`src/rtl/rec_calc_seq.sv`:
```
// rec_calc_seq: command sequencer for the rec_calc accumulator.
// Commands {clr, op, val, hold} are queued in a small FIFO. They are replayed one at a time onto
// calc_valA/calc_op/calc_reset. The accumulator result is returned on a valid/ready response port.
// Optional feature macro: REC_CALC_SEQ_CYCLES_EN adds rsp_cycles, which counts cycles per command.

module rec_calc_seq #(
    parameter int unsigned WIDTH = 17,
    parameter int unsigned OPW   = 4,
    parameter int unsigned DEPTH = 4,
    parameter int unsigned HOLDW = 8
) (
    input  logic             clk,
    input  logic             reset_n,
    input  logic             cmd_valid,
    output logic             cmd_ready,
    input  logic             cmd_clr,
    input  logic [OPW-1:0]   cmd_op,
    input  logic [WIDTH-1:0] cmd_val,
    input  logic [HOLDW-1:0] cmd_hold,
    output logic [WIDTH-1:0] calc_valA,
    output logic [OPW-1:0]   calc_op,
    output logic             calc_reset,
    input  logic [WIDTH-1:0] calc_result,
    output logic             rsp_valid,
    input  logic             rsp_ready,
    output logic [WIDTH-1:0] rsp_result,
    output logic             busy
`ifdef REC_CALC_SEQ_CYCLES_EN
    ,
    output logic [15:0]      rsp_cycles
`endif
);

    localparam int unsigned AW = $clog2(DEPTH);
    localparam int unsigned EW = 1 + OPW + WIDTH + HOLDW;

    typedef enum logic [2:0] {
        StIdle,
        StClr,
        StDrive,
        StCapture,
        StResp
    } state_e;

    state_e             r_state;
    state_e             w_state_d;

    logic [EW-1:0]      r_mem [DEPTH];
    logic [AW:0]        r_wr_ptr;
    logic [AW:0]        r_rd_ptr;

    logic [OPW-1:0]     r_op;
    logic [WIDTH-1:0]   r_val;
    logic [HOLDW-1:0]   r_cnt;
    logic [WIDTH-1:0]   r_rsp_result;

    logic               w_full;
    logic               w_empty;
    logic               w_push;
    logic               w_pop;
    logic [EW-1:0]      w_head;
    logic               w_head_clr;
    logic [OPW-1:0]     w_head_op;
    logic [WIDTH-1:0]   w_head_val;
    logic [HOLDW-1:0]   w_head_hold;

    logic [WIDTH-1:0]   w_valA;
    logic [OPW-1:0]     w_op;
    logic               w_clr_pulse;
    logic               w_rsp_valid;

    // Extra pointer bit distinguishes full from empty when the index bits match.
    assign w_full  = (r_wr_ptr[AW] != r_rd_ptr[AW]) &&
                     (r_wr_ptr[AW-1:0] == r_rd_ptr[AW-1:0]);
    assign w_empty = (r_wr_ptr == r_rd_ptr);
    assign w_push  = cmd_valid && !w_full;
    assign w_pop   = (r_state == StIdle) && !w_empty;

    assign w_head = r_mem[r_rd_ptr[AW-1:0]];
    assign {w_head_clr, w_head_op, w_head_val, w_head_hold} = w_head;

    // Command storage; contents are don't-care until written, so no reset is needed.
    always_ff @(posedge clk) begin
        if (w_push) begin
            r_mem[r_wr_ptr[AW-1:0]] <= {cmd_clr, cmd_op, cmd_val, cmd_hold};
        end
    end

    // Next-state and per-state bus drive.
    always_comb begin
        w_state_d   = r_state;
        w_valA      = '0;
        w_op        = '0;
        w_clr_pulse = 1'b0;
        w_rsp_valid = 1'b0;
        unique case (r_state)
            StIdle: begin
                if (!w_empty) begin
                    w_state_d = w_head_clr ? StClr : StDrive;
                end
            end
            StClr: begin
                w_clr_pulse = 1'b1;
                w_state_d   = StDrive;
            end
            StDrive: begin
                w_valA = r_val;
                w_op   = r_op;
                if (r_cnt == '0) begin
                    w_state_d = StCapture;
                end
            end
            StCapture: begin
                // Operand stays on the bus while the registered result settles.
                w_valA    = r_val;
                w_op      = r_op;
                w_state_d = StResp;
            end
            StResp: begin
                w_rsp_valid = 1'b1;
                if (rsp_ready) begin
                    w_state_d = StIdle;
                end
            end
            default: w_state_d = StIdle;
        endcase
    end

    // FSM state, FIFO pointers, working command and response capture.
    always_ff @(posedge clk or negedge reset_n) begin
        if (!reset_n) begin
            r_state      <= StIdle;
            r_wr_ptr     <= '0;
            r_rd_ptr     <= '0;
            r_op         <= '0;
            r_val        <= '0;
            r_cnt        <= '0;
            r_rsp_result <= '0;
        end else begin
            r_state <= w_state_d;
            if (w_push) begin
                r_wr_ptr <= r_wr_ptr + 1'b1;
            end
            if (w_pop) begin
                r_rd_ptr <= r_rd_ptr + 1'b1;
                r_op     <= w_head_op;
                r_val    <= w_head_val;
                r_cnt    <= w_head_hold;
            end
            if ((r_state == StDrive) && (r_cnt != '0)) begin
                r_cnt <= r_cnt - 1'b1;
            end
            if (r_state == StCapture) begin
                r_rsp_result <= calc_result;
            end
        end
    end

`ifdef REC_CALC_SEQ_CYCLES_EN
    logic [15:0] r_cycles;

    // Cycles from the pop cycle through CAPTURE inclusive, saturating.
    always_ff @(posedge clk or negedge reset_n) begin
        if (!reset_n) begin
            r_cycles <= '0;
        end else if (w_pop) begin
            r_cycles <= 16'd1;
        end else if (((r_state == StClr) || (r_state == StDrive) || (r_state == StCapture)) &&
                     (r_cycles != 16'hFFFF)) begin
            r_cycles <= r_cycles + 16'd1;
        end
    end

    assign rsp_cycles = r_cycles;
`endif

    // rec_calc is held in reset for as long as this block is.
    assign calc_reset = !reset_n || w_clr_pulse;
    assign calc_valA  = w_valA;
    assign calc_op    = w_op;
    assign rsp_valid  = w_rsp_valid;
    assign rsp_result = r_rsp_result;
    assign cmd_ready  = !w_full;
    assign busy       = (r_state != StIdle) || !w_empty;

endmodule

```
`config.mk`:
```
export PLATFORM = sky130hd
export DESIGN_NAME = rec_calc_seq
export DESIGN_NICKNAME = d
export VERILOG_FILES = /design/src/rtl/rec_calc_seq.sv
export SDC_FILE = /design/constraint.sdc
export NUM_CORES = 1
export LEC_CHECK = 0
export ABC_AREA = 1
export CAP_MARGIN = 0
export CORE_ASPECT_RATIO = 0.6
export CORE_UTILIZATION = 57
export DETAILED_ROUTE_END_ITERATION = 7
export PLACE_DENSITY = 0.85
export SYNTH_ARGS = -nofsm -noshare
export SYNTH_HDL_FRONTEND = slang
export SYNTH_SLANG_ARGS = --single-unit
```
`constraint.sdc`:
```
create_clock -name clk -period 4.8 [get_ports clk]
set_input_delay 0.96 -clock clk [delete_from_list [all_inputs] [get_ports clk]]
set_output_delay 0.96 -clock clk [all_outputs]
set_load 0.005 [all_outputs]
```
== After elaboration in Yosys (flattened, before gate mapping) ==
Memory sizes are Yosys's and may differ from the RTL's.
Cells that the tools add are included.

* Flip-flop bits (word level): 55
* Bits in writable memories: 120
* Input port bits: 51
* Output and inout bits: 42
* Logic and storage cells: 50
* Memories: 1

* $add $sub $neg: 3
* Equality and inequality tests: 10
* Muxes and demuxes: 13
* Reductions and logical operators: 16

{| class="wikitable"
|+ Memories
! name !! depth !! bits a word !! rd ports !! clocked after memory_dff !! wr ports !! line !! text
|-
| r_mem || 4 || 30 || 1 || 0 || 1 || 48 || <nowiki>logic [EW-1:0] r_mem [DEPTH];</nowiki>
|}

{| class="wikitable"
|+ Operators with widths
! kind !! count
|-
| 2-to-1 mux 17 bit || 1
|-
| 2-to-1 mux 8 bit || 2
|-
| case mux 3 bit (5 select lines) || 1
|-
| 2-to-1 mux 3 bit || 3
|-
| logical NOT 8 bit || 1
|-
| nonzero test 8 bit || 1
|-
| subtractor 8 x 1 -> 8 bit (second input constant) || 1
|-
| adder 3 x 1 -> 3 bit (second input constant) || 2
|-
| equality test 3 x 2 -> 1 bit (second input constant) || 2
|-
| inequality test 2 bit (second input constant) || 3
|-
| logical AND 1 bit || 4
|-
| 2-to-1 mux 1 bit || 4
|-
| 2-to-1 mux 4 bit || 1
|-
| equality test 3 x 1 -> 1 bit (second input constant) || 1
|-
| equality test 3 bit || 1
|-
| equality test 3 bit (second input constant) || 1
|-
| logical NOT 1 bit || 3
|-
| logical NOT 3 bit || 1
|-
| AND reduction 3 bit || 1
|-
| nonzero test 3 bit || 1
|-
| equality test 2 bit || 1
|-
| logical OR 1 bit || 2
|-
| 2-to-1 mux 2 bit || 1
|-
| nonzero test 2 bit || 1
|-
| other kinds (2) || 2
|}

== Longest topological paths before layout ==
* Depth in word-level cells: 6
* Mapped depth: 11
* Mapped depth without buffers: 9

== Worst setup path before layout ==
OpenSTA, ideal clock, no wires.

* Kind: in2reg
* From: in cmd_valid
* To: mem r_mem[0][0] (netlist name) (enable)
* Setup time: 0.417 ns
* Arrival time: 2.407 ns
* Required time: 4.383 ns
* Path slack: 1.976 ns
* Stages on the path: 2
* Path buffers: 0
* Cells stage by stage: nand2_1 -> nor2_1

* Cells in the longest elaborated chain, start to end: 3

{| class="wikitable"
|+ RTL lines
! what !! line !! text
|-
| start, declared || 14 || <nowiki>input logic cmd_valid,</nowiki>
|-
| logical AND 1 bit || 76 || <nowiki>assign w_push = cmd_valid && !w_full;</nowiki>
|-
| 2-to-1 mux 1 bit || 84 || <nowiki>if (w_push) begin</nowiki>
|-
| 2-to-1 mux 1 bit (implied by the code) || 85 || <nowiki>r_mem[r_wr_ptr[AW-1:0]] <= {cmd_clr, cmd_op, cmd_val, cmd_hold};</nowiki>
|-
| end, declared || 48 ||
|}

No other way between the ends.

== Final worst setup path ==
* From: reg r_state[2]
* To: out calc_valA[4]

* Cells in the longest elaborated chain, start to end: 3
* Elaborated cells between the ends (all ways): 4
* Those cells by class: 2 x eq/ne; 1 x mux; 1 x reduce/logical

{| class="wikitable"
|+ RTL lines
! what !! line !! text
|-
| start, declared || 45 || <nowiki>state_e r_state;</nowiki>
|-
| start signal, assigned || 132 || <nowiki>r_state <= StIdle;</nowiki>
|-
| start signal, assigned || 140 || <nowiki>r_state <= w_state_d;</nowiki>
|-
| equality test 3 x 2 -> 1 bit || 96 || <nowiki>unique case (r_state)</nowiki>
|-
| OR reduction 2 bit (no source line) (*) || n/a ||
|-
| 2-to-1 mux 17 bit (*) || 96 ||
|-
| end, declared || 20 || <nowiki>output logic [WIDTH-1:0] calc_valA,</nowiki>
|}

Mark *: on every way between the ends. The rest lies on a longest branch, timed or not.

==> flow_metrics.tcl <==
set metrics [dict create \
    status "finished, final reports clean" \
    hold_viol 0 \
    synth-simple-area-share_pct 14.60 \
    worstHoldPathType "flip-flop to flip-flop" \
    clk_latency_ps 430 \
    overflow 0 \
    grt_setup_unrepaired "no" \
    die-width_um 148.6 \
    yosysTopAreaCell "edfxtp_1" \
    coreArea_um2 12300 \
    synth_compound_area_share_pct 8.678 \
    yosysUniqueCellTypes 34 \
    io_buffers 92 \
    hold_path.startpoint "rsp_result[14]" \
    drtAntennaViolNets 0 \
    setup_viol 0 \
    antenna_found_initial 0 \
    dp_hpwl_mm 9.247 \
    clockRootBuffer "clkbuf_16" \
    synth-edff-count 120 \
    fin_skew_ps 7.599 \
    seq_area_frac_synth_pct 67.72 \
    top_usage_layer "met2" \
    postCtsResizedCells 0 \
    area_delta_synth_final_pct 21.18 \
    ys.flop_type "edfxtp_1" \
    seqCellArea_um2 4981 \
    synth_seq_cells 175 \
    grtUsageMet2_pct 39.21 \
    timing.rr.start "r_rd_ptr[0]" \
    vdd.ir_drop.worst_mv 0.3721 \
    initial_utilization_pct 59.80 \
    syn_nets 686 \
    slew_headroom_pct 33.55 \
    numCtsBuffers 17 \
    drt_iter0_drc 465 \
    multiInputGateArea_um2 2047 \
    postSynthCellCount 628 \
    place_congestion 0.8228 \
    layout_common_cells "120 x edfxtp_1, 98 x nand2_1, 97 x nor2_1" \
    power_mw 5.931 \
    p_per_area_nw_per_um2 665.5 \
    dieArea_um2 13370 \
    path_clk_slew_ps 60 \
    synth_top_family_by_area "simple AND/OR/NAND/NOR gates" \
    power.leakage_nw 3.447 \
    synth_fa_ha_area_share_pct 1.191 \
    fmax_mhz 299.6 \
    diodes 0 \
    grt_use_met1_pct 33.49 \
    cts_tree "built" \
    ys_warn_count 0 \
    num_rows 31 \
    dp.cells 860 \
    cp.arrival_ps 2380 \
    synthXorXnorAreaFrac_pct 0.3573 \
    crit_slowest_cell "nand2_1" \
    fin_setup_tns_ps 0 \
    vias 4916 \
    cp_top_family "simple AND/OR/NAND/NOR gates" \
    reg2reg_setup_slack_ps 2100 \
    htreeDepth 4 \
    cts.sinks 175 \
    wl_per_cell_um 17.19 \
    syn-cell-area_um2 7353 \
    synthMuxAreaShare_pct 2.603 \
    nNetsFinal 772 \
    layout_commonest_cell "edfxtp_1" \
    die_h_um 89.98 \
    fin_crit_sh_pct 69.53 \
    n_fill_cell 802 \
    firstDrtPassIters 5 \
    critical_path_class "flip-flop to primary output" \
    drive_above_1_share_pct 14.17 \
    worstMarginPinSlew_ps 994.3 \
    synthArstFlopShare_pct 31.43 \
    viasPerCell 5.511 \
    ctsHoldBuffers 0 \
    pin_count 93 \
    cp_data_required_time_ps 3840 \
    cp_num_buf_inv 2 \
    worstSetupStartpoint "r_state[2]" \
    grt_use_total_pct 24.78 \
    drv_slew 0 \
    avgSynthCellArea_um2 11.71 \
    cp_cell_sequence "inv_1, nand2_1, nor2_1, clkdlybuf4s50_1" \
    end_kind "primary output" \
    drc 0 \
    crit_path_max_incr_delay_ps 580 \
    cp_max_fo 23 \
    period_needed_ps 3338 \
    max-cap-violations 0 \
    yosysTopAreaCellShare_pct 49.00 \
    cts_setup_buffers 0 \
    wl_mm 15.33 \
    netlist_top_cells_area "edfxtp_1 49%, dfrtp_1 19%, nor2_1 5.2%" \
    ctsLongestPathBuffers 2 \
    grt_pass1_wl_mm 25.07 \
    final_cells 892 \
    grt_max_degree 65 \
    cp-start-kind "flip-flop" \
    grt_util_met3_pct 6.345 \
    final_util_pct 72.47 \
    grt_pass1_vias 4917 \
]
==> metrics by stage <==
step | hold WS, ps | area, µm² | setup slack, ps
after floorplan | 462.0 | 7353 | 1976
after global placement | 477.6 | 8343 | 1880
after detailed placement | 487.4 | 8343 | 1826
after CTS | 503.7 | 8911 | 1408
after global routing | 521.8 | 8911 | 1313
final | 500.1 | 8911 | 1462
==> flip-flops by register name, indices dropped and copies added (netlist names) <==
register and flops:
rsp_result 17, r_state 3, r_rd_ptr 3, r_wr_ptr 3, r_val 17, r_op 4
r_cnt 8, r_mem 120
==> final cells by class <==
class,instances,share of cell area (%)
sequential,175,55.90
multi-input combinational,381,22.97
timing repair buffer,95,10.53
clock buffer,21,5.518
tap,165,2.317
inverter,44,1.910
clock inverter,11,0.8565
==> cells in the mapped netlist, types with 2 or more instances <==
cell type,instances
nor2_4,2
clkbuf_1,15
nor2_1,101
xor2_1,2
nand3_1,18
buf_12,3
nand2_1,98
buf_4,2
inv_1,40
o22ai_1,23
o21ai_0,59
ha_1,7
nand2_2,16
inv_2,2
dfrtp_1,55
o21ai_1,2
nand3b_1,2
nand2_4,2
buf_2,5
inv_4,2
o21ai_2,21
mux2_1,3
buf_6,2
nand4_1,4
edfxtp_1,120
mux2_2,14
==> power by group <==
part           internal, mW  leakage [nW]  switching, mW
registers              2.09          1.77          0.187
logic                 0.924          1.40           1.42
clock network         0.736         0.278          0.577
==> kinds of logic (layout without fill, tap and decap cells) <==
kind of cell,after synthesis,count (layout)
and+or+nand+nor,248,248
DFF,175,175
AOI/OAI and AO/OA,106,106
buffers and inverters,72,171
muxes,17,17
adders and majority gates,7,7
xor gates and xnor gates,3,3
==> per-layer routing <==
layer  up-vias  routed length, µm  share of wire (%)
met3        17               1303                8.5
met5         -                  0                  0
met2       218               7254                 47
met1      2360               6576                 43
li1       2321                  -                  -
met4         0                198                1.3
==> worst paths after layout <==
path	end	depth (start not counted)
setup / recovery	calc_valA[4]	4
hold / removal	rsp_result[14]	1
setup reg to reg	r_mem[3][5]	6
hold reg to reg	rsp_result[14]	1
max in group asynchronous	r_rd_ptr[0]	2
min in group asynchronous	r_val[11]	2
(Power assumes the default switching activity.)
